`config.mk`:
```
export PLATFORM = sky130hd
export DESIGN_NAME = morse_keyer_ctrl
export DESIGN_NICKNAME = d
export VERILOG_FILES = /design/src/rtl/morse_pkg.sv /design/src/rtl/morse_debounce.sv /design/src/rtl/morse_keyer_ctrl.sv
export SDC_FILE = /design/constraint.sdc
export NUM_CORES = 1
export LEC_CHECK = 0
export BUFFER_PORTS_ARGS = -buffer_cell sky130_fd_sc_hd__clkbuf_2
export CORE_MARGIN = 5
export CORE_UTILIZATION = 40
export DETAILED_ROUTE_END_ITERATION = 8
export PLACE_DENSITY = 0.52
export SETUP_SLACK_MARGIN = 0.02
export SLEW_MARGIN = 25
export SYNTH_ARGS = -nofsm -noshare
export SYNTH_HDL_FRONTEND = slang
export SYNTH_HIERARCHICAL = 1
export SYNTH_SLANG_ARGS = --single-unit
```
`constraint.sdc`:
```
create_clock -name clk -period 2.45 [get_ports clk]
set_input_delay 0 -clock clk [delete_from_list [all_inputs] [get_ports clk]]
set_output_delay 0 -clock clk [all_outputs]
set_load 0.02 [all_outputs]
```
`src/rtl/morse_pkg.sv`:
```
// Shared encodings and FSM state type for the Morse keyer controller.
package morse_pkg;

    localparam logic [1:0] DOT  = 2'b01;
    localparam logic [1:0] DASH = 2'b11;

    localparam logic [9:0] CODE_BLANK = 10'h001;
    localparam logic [9:0] CODE_ERR   = 10'h003;

    typedef enum logic [1:0] {
        IDLE  = 2'd0,
        PRESS = 2'd1,
        GAP   = 2'd2,
        SPACE = 2'd3
    } state_t;

endpackage

```
`src/rtl/morse_debounce.sv`:
```
// Two-flop synchroniser and debouncer for the raw key.
// Produces the debounced level, edge pulses, and a "settled" flag for a level that has been stable for a full window.
module morse_debounce #(
    parameter int DB_CYC = 1_000_000
) (
    input  logic clk,
    input  logic rst,
    input  logic i_key,
    output logic o_level,
    output logic o_rise,
    output logic o_fall,
    output logic o_settled
);

    localparam int CW = $clog2(DB_CYC + 1);

    logic          r_sync1;
    logic          r_sync2;
    logic          r_level;
    logic          r_rise;
    logic          r_fall;
    logic [CW-1:0] r_diff_cnt;
    logic [CW-1:0] r_same_cnt;

    // NOTE: sequential state uses non-blocking assignments so every flop samples pre-edge values.
    always_ff @(posedge clk) begin
        if (rst) begin
            r_sync1    <= 1'b0;
            r_sync2    <= 1'b0;
            r_level    <= 1'b0;
            r_rise     <= 1'b0;
            r_fall     <= 1'b0;
            r_diff_cnt <= '0;
            r_same_cnt <= '0;
        end else begin
            r_sync1 <= i_key;
            r_sync2 <= r_sync1;
            r_rise  <= 1'b0;
            r_fall  <= 1'b0;
            if (r_sync2 != r_level) begin
                r_same_cnt <= '0;
                if (r_diff_cnt == CW'(DB_CYC - 1)) begin
                    r_level    <= r_sync2;
                    r_rise     <= r_sync2;
                    r_fall     <= ~r_sync2;
                    r_diff_cnt <= '0;
                end else begin
                    r_diff_cnt <= r_diff_cnt + 1'b1;
                end
            end else begin
                r_diff_cnt <= '0;
                if (r_same_cnt != CW'(DB_CYC))
                    r_same_cnt <= r_same_cnt + 1'b1;
            end
        end
    end

    assign o_level   = r_level;
    assign o_rise    = r_rise;
    assign o_fall    = r_fall;
    assign o_settled = (r_same_cnt == CW'(DB_CYC));

endmodule

```
`src/rtl/morse_keyer_ctrl.sv`:
```
// Morse keyer: times debounced presses and gaps, assembles up to four symbols into a code word,
// and strobes letters, word spaces and clears to the downstream seven-segment decoder.
module morse_keyer_ctrl
    import morse_pkg::*;
#(
    parameter int DB_CYC   = 1_000_000,
    parameter int DASH_CYC = 30_000_000,
    parameter int LGAP_CYC = 60_000_000,
    parameter int WGAP_CYC = 140_000_000
) (
    input  logic       clk,
    input  logic       rst,
    input  logic       key_in,
    input  logic       clr,
    output logic [9:0] code_out,
    output logic       code_vld,
    output logic [2:0] sym_cnt,
    output logic       key_led
);

    localparam int PW = $clog2(DASH_CYC + 1);
    localparam int GW = $clog2(WGAP_CYC + 1);

    state_t        r_state, w_state_nxt;
    logic [PW-1:0] r_press_cnt, w_press_nxt;
    logic [GW-1:0] r_gap_cnt, w_gap_nxt;
    logic [7:0]    r_shift, w_shift_nxt;
    logic [2:0]    r_sym_cnt, w_sym_nxt;
    logic          r_ovf, w_ovf_nxt;
    logic          r_arm, w_arm_nxt;
    logic [9:0]    r_code, w_code_nxt;
    logic          r_vld, w_vld_nxt;

    logic       w_level, w_rise, w_fall, w_settled;
    logic       w_press_go;
    logic [1:0] w_sym;

    morse_debounce #(.DB_CYC(DB_CYC)) u_debounce (
        .clk      (clk),
        .rst      (rst),
        .i_key    (key_in),
        .o_level  (w_level),
        .o_rise   (w_rise),
        .o_fall   (w_fall),
        .o_settled(w_settled)
    );

    // A key held through reset stays unarmed until it has been seen released.
    assign w_arm_nxt  = r_arm | w_fall | (~w_level & w_settled);
    assign w_press_go = w_rise & r_arm;
    assign w_sym      = (r_press_cnt >= PW'(DASH_CYC)) ? DASH : DOT;

    // NOTE: every variable gets a default before the branches so no latch is inferred.
    always_comb begin
        w_state_nxt = r_state;
        w_press_nxt = r_press_cnt;
        w_gap_nxt   = r_gap_cnt;
        w_shift_nxt = r_shift;
        w_sym_nxt   = r_sym_cnt;
        w_ovf_nxt   = r_ovf;
        w_code_nxt  = r_code;
        w_vld_nxt   = 1'b0;

        if (clr) begin
            w_code_nxt  = CODE_BLANK;
            w_vld_nxt   = 1'b1;
            w_sym_nxt   = '0;
            w_shift_nxt = '0;
            w_ovf_nxt   = 1'b0;
            w_press_nxt = '0;
            w_gap_nxt   = '0;
            w_state_nxt = (w_level && r_arm) ? PRESS : IDLE;
        end else begin
            case (r_state)
                IDLE: begin
                    if (w_press_go) begin
                        w_state_nxt = PRESS;
                        w_press_nxt = '0;
                    end
                end
                PRESS: begin
                    if (r_press_cnt != PW'(DASH_CYC))
                        w_press_nxt = r_press_cnt + 1'b1;
                    if (w_fall) begin
                        if (r_sym_cnt < 3'd4) begin
                            w_shift_nxt = r_shift | (8'(w_sym) << {r_sym_cnt[1:0], 1'b0});
                            w_sym_nxt   = r_sym_cnt + 3'd1;
                        end else begin
                            w_ovf_nxt = 1'b1;
                            w_sym_nxt = 3'd5;
                        end
                        w_gap_nxt   = '0;
                        w_state_nxt = GAP;
                    end
                end
                GAP: begin
                    if (r_gap_cnt != GW'(WGAP_CYC))
                        w_gap_nxt = r_gap_cnt + 1'b1;
                    if (r_gap_cnt >= GW'(LGAP_CYC)) begin
                        w_code_nxt  = r_ovf ? CODE_ERR : {r_shift, 2'b00};
                        w_vld_nxt   = 1'b1;
                        w_sym_nxt   = '0;
                        w_shift_nxt = '0;
                        w_ovf_nxt   = 1'b0;
                        w_gap_nxt   = '0;
                        w_press_nxt = '0;
                        w_state_nxt = w_press_go ? PRESS : SPACE;
                    end else if (w_press_go) begin
                        w_press_nxt = '0;
                        w_state_nxt = PRESS;
                    end
                end
                SPACE: begin
                    if (r_gap_cnt != GW'(WGAP_CYC))
                        w_gap_nxt = r_gap_cnt + 1'b1;
                    if (w_press_go) begin
                        w_press_nxt = '0;
                        w_state_nxt = PRESS;
                    end else if (r_gap_cnt >= GW'(WGAP_CYC)) begin
                        w_code_nxt  = CODE_BLANK;
                        w_vld_nxt   = 1'b1;
                        w_state_nxt = IDLE;
                    end
                end
                default: w_state_nxt = IDLE;
            endcase
        end
    end

    always_ff @(posedge clk) begin
        if (rst) begin
            r_state     <= IDLE;
            r_press_cnt <= '0;
            r_gap_cnt   <= '0;
            r_shift     <= '0;
            r_sym_cnt   <= '0;
            r_ovf       <= 1'b0;
            r_arm       <= 1'b0;
            r_code      <= CODE_BLANK;
            r_vld       <= 1'b0;
        end else begin
            r_state     <= w_state_nxt;
            r_press_cnt <= w_press_nxt;
            r_gap_cnt   <= w_gap_nxt;
            r_shift     <= w_shift_nxt;
            r_sym_cnt   <= w_sym_nxt;
            r_ovf       <= w_ovf_nxt;
            r_arm       <= w_arm_nxt;
            r_code      <= w_code_nxt;
            r_vld       <= w_vld_nxt;
        end
    end

    assign code_out = r_code;
    assign code_vld = r_vld;
    assign sym_cnt  = r_sym_cnt;
    assign key_led  = w_level;

endmodule

```
==> results of run 1 <==
[critical path, stage by stage (launching register included)]
cell,delay [ns]
sky130_fd_sc_hd__dfxtp_1,0.35
sky130_fd_sc_hd__nor3_1,0.34
sky130_fd_sc_hd__nand2_1,0.17
sky130_fd_sc_hd__o31ai_4,0.42
sky130_fd_sc_hd__o21ai_0,0.32
sky130_fd_sc_hd__o21ai_2,0.42
sky130_fd_sc_hd__nor2_1,0.09
[final timing paths]
kind | from | to | cells past startpoint
worst min register to register | u_debounce/r_sync1$_SDFF_PP0_ | u_debounce/r_sync2$_SDFF_PP0_ | 1
worst min-delay path | u_debounce/r_sync1$_SDFF_PP0_ | u_debounce/r_sync2$_SDFF_PP0_ | 1
worst max register to register | r_gap_cnt[12]$_SDFFE_PP0P_ | r_shift[6]$_SDFFE_PP0P_ | 6
worst max-delay path | r_gap_cnt[12]$_SDFFE_PP0P_ | r_shift[6]$_SDFFE_PP0P_ | 6
[state kept, by name (all words and copies together), names as in the netlist]
signal	count
u_debounce/o_fall	1
sym_cnt	3
r_state	2
u_debounce/o_rise	1
u_debounce/r_sync2	1
u_debounce/r_diff_cnt	20
u_debounce/o_level	1
r_ovf	1
code_vld	1
r_gap_cnt	28
r_shift	8
r_arm	1
code_out	10
u_debounce/r_sync1	1
u_debounce/r_same_cnt	20
r_press_cnt	25
[where the power goes]
group	total, mW	switching [mW]	internal, mW
combinational	0.0844	0.0559	0.0285
sequential	2.03	0.00586	2.02
clock	2.66	0.974	1.69
[Yosys cell counts, drive strengths merged, types with 6 or more instances]
cell type,instances
nand4,19
a41oi,8
nor4b,6
buf,6
or3,16
dfxtp,124
a211oi,8
nand3,32
xnor2,27
inv,26
a21oi,49
mux2i,10
o31ai,9
ha,15
and3,19
nor3,29
nand2b,6
nor2,94
nor4,17
xor2,21
a31oi,14
and2,9
clkbuf,16
nand2,72
or4,9
o21ai,37
and4,7
[layer usage]
layer  track usage (%)  vias up  wire length [um]
met5                 0        -                 0
met4              7.22        0               278
met3              4.06       25               529
met2              26.6       96              6690
met1              21.2     2563              7090
li1                  -     2786                 -
[kinds of logic after synthesis]
group / count (synthesis)
DFF: 124
muxes: 10
and+or+nand+nor: 355
xor gates and xnor gates: 48
buffers and inverters: 48
adders and majority gates: 15
AOI/OAI and AO/OA: 148
[final cells by class]
cell class | count | area, um2
fillers | 1446 | 7950
multi-input cells | 576 | 3560
flip-flops and latches | 124 | 2480
clock buffers | 20 | 467
repair buffers | 42 | 280
well taps | 211 | 264
clock inverters | 12 | 160
inverters | 26 | 97.6
[through the flow]
step | power, mW | cells | hold slack [ns]
6_report | 4.78 | 1011 | 0.436
5_1_grt | 4.94 | 1011 | 0.461
4_1_cts | 4.84 | 1011 | 0.443
3_5_place_dp | 2.15 | 975 | 0.221
3_3_place_gp | 2.15 | 975 | 0.216
2_1_floorplan | 2.13 | 748 | 0.0691
==> run_results.csv, run 1 <==
group,metric,value,unit
outcome,outcome,"finished, final reports clean",
clock_network,cts_hold_buffers,4,
cells_and_area,drive_gt1_share,11.6,%
yosys,yosysUniqueCellTypes,70,
route,routedWlPerCell,14.4,um
cells_and_area,layout.cell_area.non_filler,7310,um2
setup_path,timing.reg2reg.setup_slack,0.21,ns
global_routing,grt_antenna_before_repair,0,
sta,period_utilisation_layout,91.5,%
yosys,synth_top_cells_by_area,"sky130_fd_sc_hd__dfxtp_1 40%, sky130_fd_sc_hd__nor2_1 5.6%, sky130_fd_sc_hd__nand2_1 4.3%, sky130_fd_sc_hd__a21oi_1 3.9%, sky130_fd_sc_hd__xnor2_1 3.8%",
global_routing,largest_net_degree_at_the_start_of_global_routing,39,
cells_and_area,area_added_between_synthesis_and_finish,16.8,%
floorplan,die-area,18200,um2
cells_and_area,antenna-diode-count,0,
sta,grt_setup_unrepaired,"false",
placement,dp_worst_setup_slack,0.220,ns
pwr,vdd_drop_max,0.625,mV
cells_and_area,final_core_util,47.9,%
yosys,syn_area,6260,um2
route,vias_per_cell,5.41,
setup_path,critPathArrivalTime,2.54,ns
yosys,synth_top_cell_area_share,39.7,%
clock_network,cts-root-to-sink-buffers,2,
floorplan,floorplan.rows,45,
sta,max_slew_margin_vs_limit,56.9,%
sta,skew,0.00968,ns
sta,total_count_of_hold_check_failures_in_the_final_report,0,
yosys,yosysWarningCount,6,
setup_path,worstPathRequired,2.75,ns
route,wirelength,14.6,mm
floorplan,chip_width,135,um
setup_path,setup.worst_path.start_class,"flop",
floorplan,io_pins,19,
yosys,synth-edff-count,0,
floorplan,core_area,15300,um2
cells_and_area,final_common_cell,"sky130_fd_sc_hd__dfxtp_1",
pwr,cellLeakagePower,2.43,nW
sta,setup-tns-final,0,ns
yosys,postSynth.topFlopCell,"sky130_fd_sc_hd__dfxtp_1",
yosys,synth.net_count,767,
sta,post-route-worst-setup-slack,0.208,ns
hold_path,hold_class,"flop to flop",
yosys,synth_seq_cells,124,
sta,max_freq,0.446,GHz
clock_network,worst_skew_pair.late_latency,0.43,ns
global_routing,gr-total-overflow,0,
cells_and_area,num-nets-final,806,
yosys,synthMuxAreaShare,1.60,%
sta,shortest_clock_period_the_worst_path_allows_after_layout,2.24,ns
floorplan,die_h,135,um
yosys,post_synthesis_xor_xnor_area_fraction,6.72,%
sta,report.final.setup_viol,0,
yosys,synth_cells,748,
placement,gp_congestion,0.788,
route,router_iterations_before_antenna_repair,5,
setup_path,crit_path_max_fanout,8,
yosys,fraction_of_the_yosys_area_taken_by_sequential_cells,39.7,%
yosys,average_cell_area_after_synthesis,8.36,um2
pwr,cellPowerDensity,654,nW/um2
job,cap_violations,0,
setup_path,setup.worst_path.end_class,"flop",
route,vias,5470,
yosys,compound_gate_fraction_of_synth_area,15.8,%
clock_network,post_cts_setup_buffers,0,
floorplan,start_util,41.0,%
clock_network,cts-buffers-inserted,17,
yosys,synth_fa_ha_area_share,3.00,%
clock_network,clk_root_buffer_cell,"sky130_fd_sc_hd__clkbuf_16",
route,detailedRoute.firstIterationViolations,267,
global_routing,grt_first_pass_wirelength,24.8,mm
sta,worst-slew-pin-transition,0.640,ns
setup_path,critical_path_class,"flop to flop",
yosys,async_reset_ff_share,0,%
global_routing,grt.total_usage,16.6,%
clock_network,post_cts.resized_instances,0,
clock_network,htree_num_levels,4,
yosys,dominant_combinational_cell_family_by_area_after_synthesis,"simple AND/OR/NAND/NOR gates",
sta,slew_violations,0,
clock_network,cts.clk_slew.worst_paths,0.06,ns
global_routing,grt_pass1_vias,5255,
clock_network,cts_tree,"done",
yosys,synthSimpleGateAreaFrac,29.8,%
placement,placed_cell_area,6640,um2
route,routed_antenna_nets,0,
clock_network,clkSinkCount,124,
placement,io_buffer_count,18,
cells_and_area,final_cell_mix,"124 x sky130_fd_sc_hd__dfxtp_1, 94 x sky130_fd_sc_hd__nor2_1, 72 x sky130_fd_sc_hd__nand2_1",
route,post-route-drc-count,0,
yosys,yosys.area.top_type,"sky130_fd_sc_hd__dfxtp_1",
placement,dp_hpwl,10.0,mm
No activity file was read; power rests on OpenSTA's default activity.
==> inputs of run 2 (changes only) <==
GPL_TIMING_DRIVEN = 0   (was not set)
==> run_results.csv, run 2 (same netlist as run 1, synthesis figures left out) <==
group,metric,value,unit
sta,slew_violations,0,
global_routing,grt_first_pass_wirelength,25.6,mm
clock_network,htree_num_levels,4,
cells_and_area,biggestRegsByFlops,"r_gap_cnt: 28 flops, r_press_cnt: 25 flops",
cells_and_area,final_common_cell,"sky130_fd_sc_hd__dfxtp_1",
global_routing,grt_antenna_before_repair,0,
cells_and_area,top_register,"r_gap_cnt",
sta,period_utilisation_layout,92.9,%
clock_network,clk_root_buffer_cell,"sky130_fd_sc_hd__clkbuf_16",
setup_path,crit_path_max_fanout,5,
route,met3RoutedLength,514,um
floorplan,die-area,18200,um2
placement,gp_congestion,0.830,
route,m1WireLength,7.33,mm
outcome,outcome,"finished, final reports clean",
setup_path,critPathArrivalTime,2.59,ns
route,dr_wl_met2,7.08,mm
clock_network,cts.clk_slew.worst_paths,0.06,ns
route,router_iterations_before_antenna_repair,5,
sta,report.final.setup_viol,0,
global_routing,largest_net_degree_at_the_start_of_global_routing,17,
clock_network,clkSinkCount,124,
route,post-route-drc-count,0,
hold_path,hold_class,"flop to flop",
placement,dp_hpwl,10.5,mm
cells_and_area,sequential_cell_area,2480,um2
floorplan,floorplan.rows,45,
cells_and_area,num-nets-final,808,
pwr,cellLeakagePower,2.36,nW
pwr,cellPowerDensity,618,nW/um2
sta,grt_setup_unrepaired,"true",
route,routedWlPerCell,14.9,um
cells_and_area,multiInputGateArea,3580,um2
floorplan,chip_width,135,um
sta,setup-tns-final,0,ns
placement,io_buffer_count,18,
route,routed_antenna_nets,0,
pwr,vdd_drop_max,0.489,mV
setup_path,setup.worst_path.end_class,"flop",
setup_path,timing.critical_path.slowest_stage_cell,"sky130_fd_sc_hd__or3_1",
floorplan,die_h,135,um
sta,worst-slew-pin-transition,0.949,ns
sta,total_count_of_hold_check_failures_in_the_final_report,0,
global_routing,grt_pass1_vias,5191,
floorplan,start_util,41.0,%
floorplan,io_pins,19,
cells_and_area,area_added_between_synthesis_and_finish,15.4,%
setup_path,worstPathBufferInverterCount,1,
route,detailedRoute.firstIterationViolations,298,
sta,shortest_clock_period_the_worst_path_allows_after_layout,2.28,ns
floorplan,core_area,15300,um2
cells_and_area,drive_gt1_share,10.7,%
setup_path,critical-path-top-cell-by-count,"sky130_fd_sc_hd__or3_1",
clock_network,cts-root-to-sink-buffers,2,
setup_path,worstPathRequired,2.76,ns
global_routing,grt.total_usage,17.1,%
route,dr.max_layer_used,"met4",
sta,fin_hold_ws,0.448,ns
route,wirelength,15.1,mm
route,vias,5506,
setup_path,critical_path_s_top_delay_family,"simple AND/OR/NAND/NOR gates",
setup_path,worstPathCellList,"inv_1, ha_1, nor2b_1, or3_1, or3_1, nor3_2, xnor2_1, nor2_1",
global_routing,gr-total-overflow,0,
route,vias_per_cell,5.44,
cells_and_area,fillerInstances,1494,
cells_and_area,antenna-diode-count,0,
setup_path,critical_path_class,"flop to flop",
setup_path,slowest_delay,0.47,ns
cells_and_area,final_cell_mix,"124 x sky130_fd_sc_hd__dfxtp_1, 94 x sky130_fd_sc_hd__nor2_1, 72 x sky130_fd_sc_hd__nand2_1",
setup_path,setup.worst_path.start_class,"flop",
sta,max_freq,0.439,GHz
sta,skew,0.00826,ns
sta,max_slew_margin_vs_limit,36.2,%
job,cap_violations,0,
cells_and_area,largest_register_ff_count,28,
clock_network,cts-buffers-inserted,17,
clock_network,cts_tree,"done",
clock_network,worst_skew_pair.late_latency,0.42,ns
==> run 2: layer usage <==
layer	up-vias	global-route usage [%]
met5	-	0
met2	93	27.5
met4	0	5.66
met3	11	3.46
li1	2789	-
met1	2613	22.9
==> run 2: per-stage QoR <==
stage | setup slack [ns] | total power, mW | util [%] | std cells | area (um2)
CTS | 0.0746 | 4.52 | 47.2 | 1013 | 7200
global placement | 0.0152 | 2.16 | 43.3 | 977 | 6610
finish | 0.173 | 4.46 | 47.3 | 1013 | 7220
floorplan | 0.453 | 2.13 | - | 748 | 6260
global route | 0.00324 | 4.62 | 47.3 | 1013 | 7220
detailed placement | 0.0248 | 2.16 | 43.3 | 977 | 6610
==> run 2: final cells by class <==
type / count / area share (%)
flip-flops and latches: 124 / 34.4
clock buffers: 20 / 6.19
inverters: 26 / 1.35
clock inverters: 12 / 1.37
multi-input cells: 576 / 49.5
well taps: 211 / 3.66
repair buffers: 23 / 1.91
plain buffers: 21 / 1.65
==> run 2: worst paths after layout <==
kind	depth (start not counted)	to	slack [ns]	from
setup / recovery	8	r_gap_cnt[27]$_SDFFE_PP0P_	0.17	r_state[1]$_SDFFE_PP0P_
hold / removal	1	u_debounce/r_sync2$_SDFF_PP0_	0.45	u_debounce/r_sync1$_SDFF_PP0_
setup reg to reg	8	r_gap_cnt[27]$_SDFFE_PP0P_	0.17	r_state[1]$_SDFFE_PP0P_
hold reg to reg	1	u_debounce/r_sync2$_SDFF_PP0_	0.45	u_debounce/r_sync1$_SDFF_PP0_
==> run 2: power breakdown <==
| part | switching, mW | internal (mW) | leakage [nW] |
|---|---|---|---|
| logic | 0.0588 | 0.0291 | 1.10 |
| registers | 0.00648 | 2.02 | 1.00 |
| clock network | 0.934 | 1.41 | 0.261 |
==> run 2: repair_timing <==
item	4_1_cts	5_1_grt
endpoints found under the hold margin	5	0
buffers inserted	0	1
setup endpoints to repair	4	31
resized for setup	1	8
hold buffers	4	0
pin swaps	0	2
==> run 2: worst reg2reg max path: cells and delay by family, from the launching register on <==
family	cells	cell delay [ns]
simple gates	5	1.33
fa+ha+maj	1	0.21
flops	1	0.41
xor+xnor	1	0.14
buf+inv	1	0.09
==> inputs of run 3 (changes only) <==
CORE_UTILIZATION = 24   (was 40)
PLACE_DENSITY = 0.35   (was 0.52)
==> run_results.csv, run 3 (same netlist as run 1, synthesis figures left out) <==
group,metric,value,unit
outcome,outcome,"finished, final reports clean",
hold_path,hold_class,"input port to flop",
route,routedWlPerCell,14.9,um
placement,placed_cells_incl_taps,1101,
floorplan,floorplan.rows,59,
clock_network,htree_num_levels,4,
sta,setup-tns-final,0,ns
clock_network,cts-buffers-inserted,17,
setup_path,worstPathRequired,2.75,ns
route,wirelength,17.0,mm
cells_and_area,top_register,"r_gap_cnt",
global_routing,largest_net_degree_at_the_start_of_global_routing,17,
route,routed_antenna_nets,0,
pwr,power.share.combinational,2.0,%
sta,slew_violations,0,
cells_and_area,num-nets-final,812,
sta,post-route-worst-setup-slack,0.131,ns
sta,report.final.setup_viol,0,
setup_path,timing.critical_path.slowest_stage_cell,"sky130_fd_sc_hd__or3_1",
global_routing,grt.total_usage,12.0,%
floorplan,die_h,171,um
setup_path,critPathArrivalTime,2.62,ns
pwr,clock_power_share,55.9,%
clock_network,clk_root_buffer_cell,"sky130_fd_sc_hd__clkbuf_16",
cells_and_area,antenna-diode-count,0,
route,post-route-drc-count,0,
sta,period_utilisation_layout,94.6,%
route,dr_wl_met2,8.06,mm
sta,max_slew_margin_vs_limit,32.7,%
setup_path,critical-path-top-cell-by-count,"sky130_fd_sc_hd__or3_1",
pwr,p_switching,1.02,mW
placement,dp_worst_setup_slack,-0.105,ns
route,m1WireLength,8.27,mm
pwr,intPower,3.80,mW
sta,shortest_clock_period_the_worst_path_allows_after_layout,2.32,ns
setup_path,setup.worst_path.start_class,"flop",
global_routing,grt_antenna_before_repair,0,
sta,worst-slew-pin-transition,1.01,ns
clock_network,clkSinkCount,124,
setup_path,slowest_delay,0.47,ns
sta,max_freq,0.431,GHz
setup_path,worstPathCellList,"inv_1, ha_1, nor2b_1, or3_1, or3_1, nor3_1, xnor2_1, nor2_1",
cells_and_area,biggestRegsByFlops,"r_gap_cnt: 28 flops, r_press_cnt: 25 flops",
setup_path,crit_path_max_fanout,5,
global_routing,grt_first_pass_wirelength,28.5,mm
job,cap_violations,0,
route,detailedRoute.firstIterationViolations,334,
pwr,vdd_drop_max,0.292,mV
clock_network,worst_skew_pair.late_latency,0.41,ns
route,met3RoutedLength,509,um
route,vias,5547,
route,vias_per_cell,4.87,
setup_path,setup.worst_path.end_class,"flop",
route,router_iterations_before_antenna_repair,5,
cells_and_area,area_added_between_synthesis_and_finish,20.0,%
cells_and_area,layout.cell_area.non_filler,7510,um2
sta,skew,0.00882,ns
floorplan,core_area,25800,um2
global_routing,grt_pass1_vias,5516,
placement,placed_cell_area,6770,um2
pwr,cellPowerDensity,641,nW/um2
cells_and_area,drive_gt1_share,11.4,%
pwr,p_seq_share,42.1,%
cells_and_area,finalNonFillerCells,1139,
placement,dp_hpwl,12.0,mm
placement,io_buffer_count,18,
route,dr.max_layer_used,"met4",
clock_network,cts-root-to-sink-buffers,2,
placement,gp_congestion,0.794,
pwr,cellLeakagePower,2.44,nW
cells_and_area,final_common_cell,"sky130_fd_sc_hd__dfxtp_1",
floorplan,chip_width,171,um
floorplan,die-area,29400,um2
cells_and_area,final_cell_mix,"124 x sky130_fd_sc_hd__dfxtp_1, 93 x sky130_fd_sc_hd__nor2_1, 72 x sky130_fd_sc_hd__nand2_1",
clock_network,cts_tree,"done",
floorplan,start_util,24.2,%
setup_path,critical_path_class,"flop to flop",
clock_network,cts.clk_slew.worst_paths,0.06,ns
cells_and_area,largest_register_ff_count,28,
sta,total_count_of_hold_check_failures_in_the_final_report,0,
global_routing,gr-total-overflow,0,
pwr,p_sw_share,21.1,%
floorplan,io_pins,19,
sta,grt_setup_unrepaired,"true",
-- run 3: cell count changes in the layout (fill, tap and decap cells not counted), sizes merged --
| cell | before | now |
|---|---|---|
| clkinv | 7 | 3 |
| bufinv | 1 | 4 |
| dlygate4sd3 | 4 | 3 |
| buf | 7 | 11 |
-- run 3: path summary, 6_finish.rpt --
kind | from | to | slack, ns | cells after the start
worst max-delay path | r_state[1]$_SDFFE_PP0P_ | r_gap_cnt[27]$_SDFFE_PP0P_ | 0.13 | 8
worst min register to register | u_debounce/r_sync1$_SDFF_PP0_ | u_debounce/r_sync2$_SDFF_PP0_ | 0.44 | 1
worst max register to register | r_state[1]$_SDFFE_PP0P_ | r_gap_cnt[27]$_SDFFE_PP0P_ | 0.13 | 8
worst min-delay path | clr | r_state[0]$_SDFFE_PP0P_ | 0.04 | 4
-- run 3: layout make-up --
type / count / area [um2]
multi-input combinational: 576 / 3590
inverter: 26 / 97.6
fill: 2765 / 18300
clock buffer: 19 / 453
buffer: 22 / 126
timing repair buffer: 26 / 170
sequential: 124 / 2480
clock inverter: 11 / 169
tap: 335 / 419
-- run 3: layer usage --
metal / track usage [%] / up-vias
met5: 0 / -
met2: 19.7 / 83
met4: 3.51 / 0
li1: - / 2801
met3: 3.08 / 10
met1: 15.6 / 2653
-- run 3: metrics by stage --
stage          hold WS (ns)  util (%)  power (mW)
2_1_floorplan        0.0691         -        2.13
3_3_place_gp          0.211      26.2        2.16
3_5_place_dp          0.219      26.2        2.16
4_1_cts              0.0219      28.7        4.90
5_1_grt              0.0428      29.1        5.00
6_report             0.0432      29.1        4.82
-- run 3: timing repair --
| item | 4_1_cts | 5_1_grt |
|---|---|---|
| buffers inserted | 0 | 5 |
| gates resized for setup | 2 | 12 |
| hold buffers | 3 | 0 |
| endpoints found under the setup margin | 14 | 52 |
| endpoints found under the hold margin | 5 | 0 |
| pin swaps | 0 | 3 |
-- run 3: power by group through the flow --
| stage | registers [mW] | clock network (mW) | logic, mW |
|---|---|---|---|
| after floorplan | 2.07 | 0 | 0.0534 |
| after global placement | 2.07 | 0 | 0.0844 |
| after detailed placement | 2.07 | 0 | 0.0866 |
| after CTS | 2.03 | 2.78 | 0.0907 |
| after global routing | 2.03 | 2.87 | 0.107 |
| final | 2.03 | 2.69 | 0.0943 |
-- run 3: critical path, delay by kind of cell, from the launching register on --
family	cells	cell delay (ns)
DFF	1	0.41
xor gates and xnor gates	1	0.15
adders and majority gates	1	0.21
buffers and inverters	1	0.09
and+or+nand+nor	5	1.35
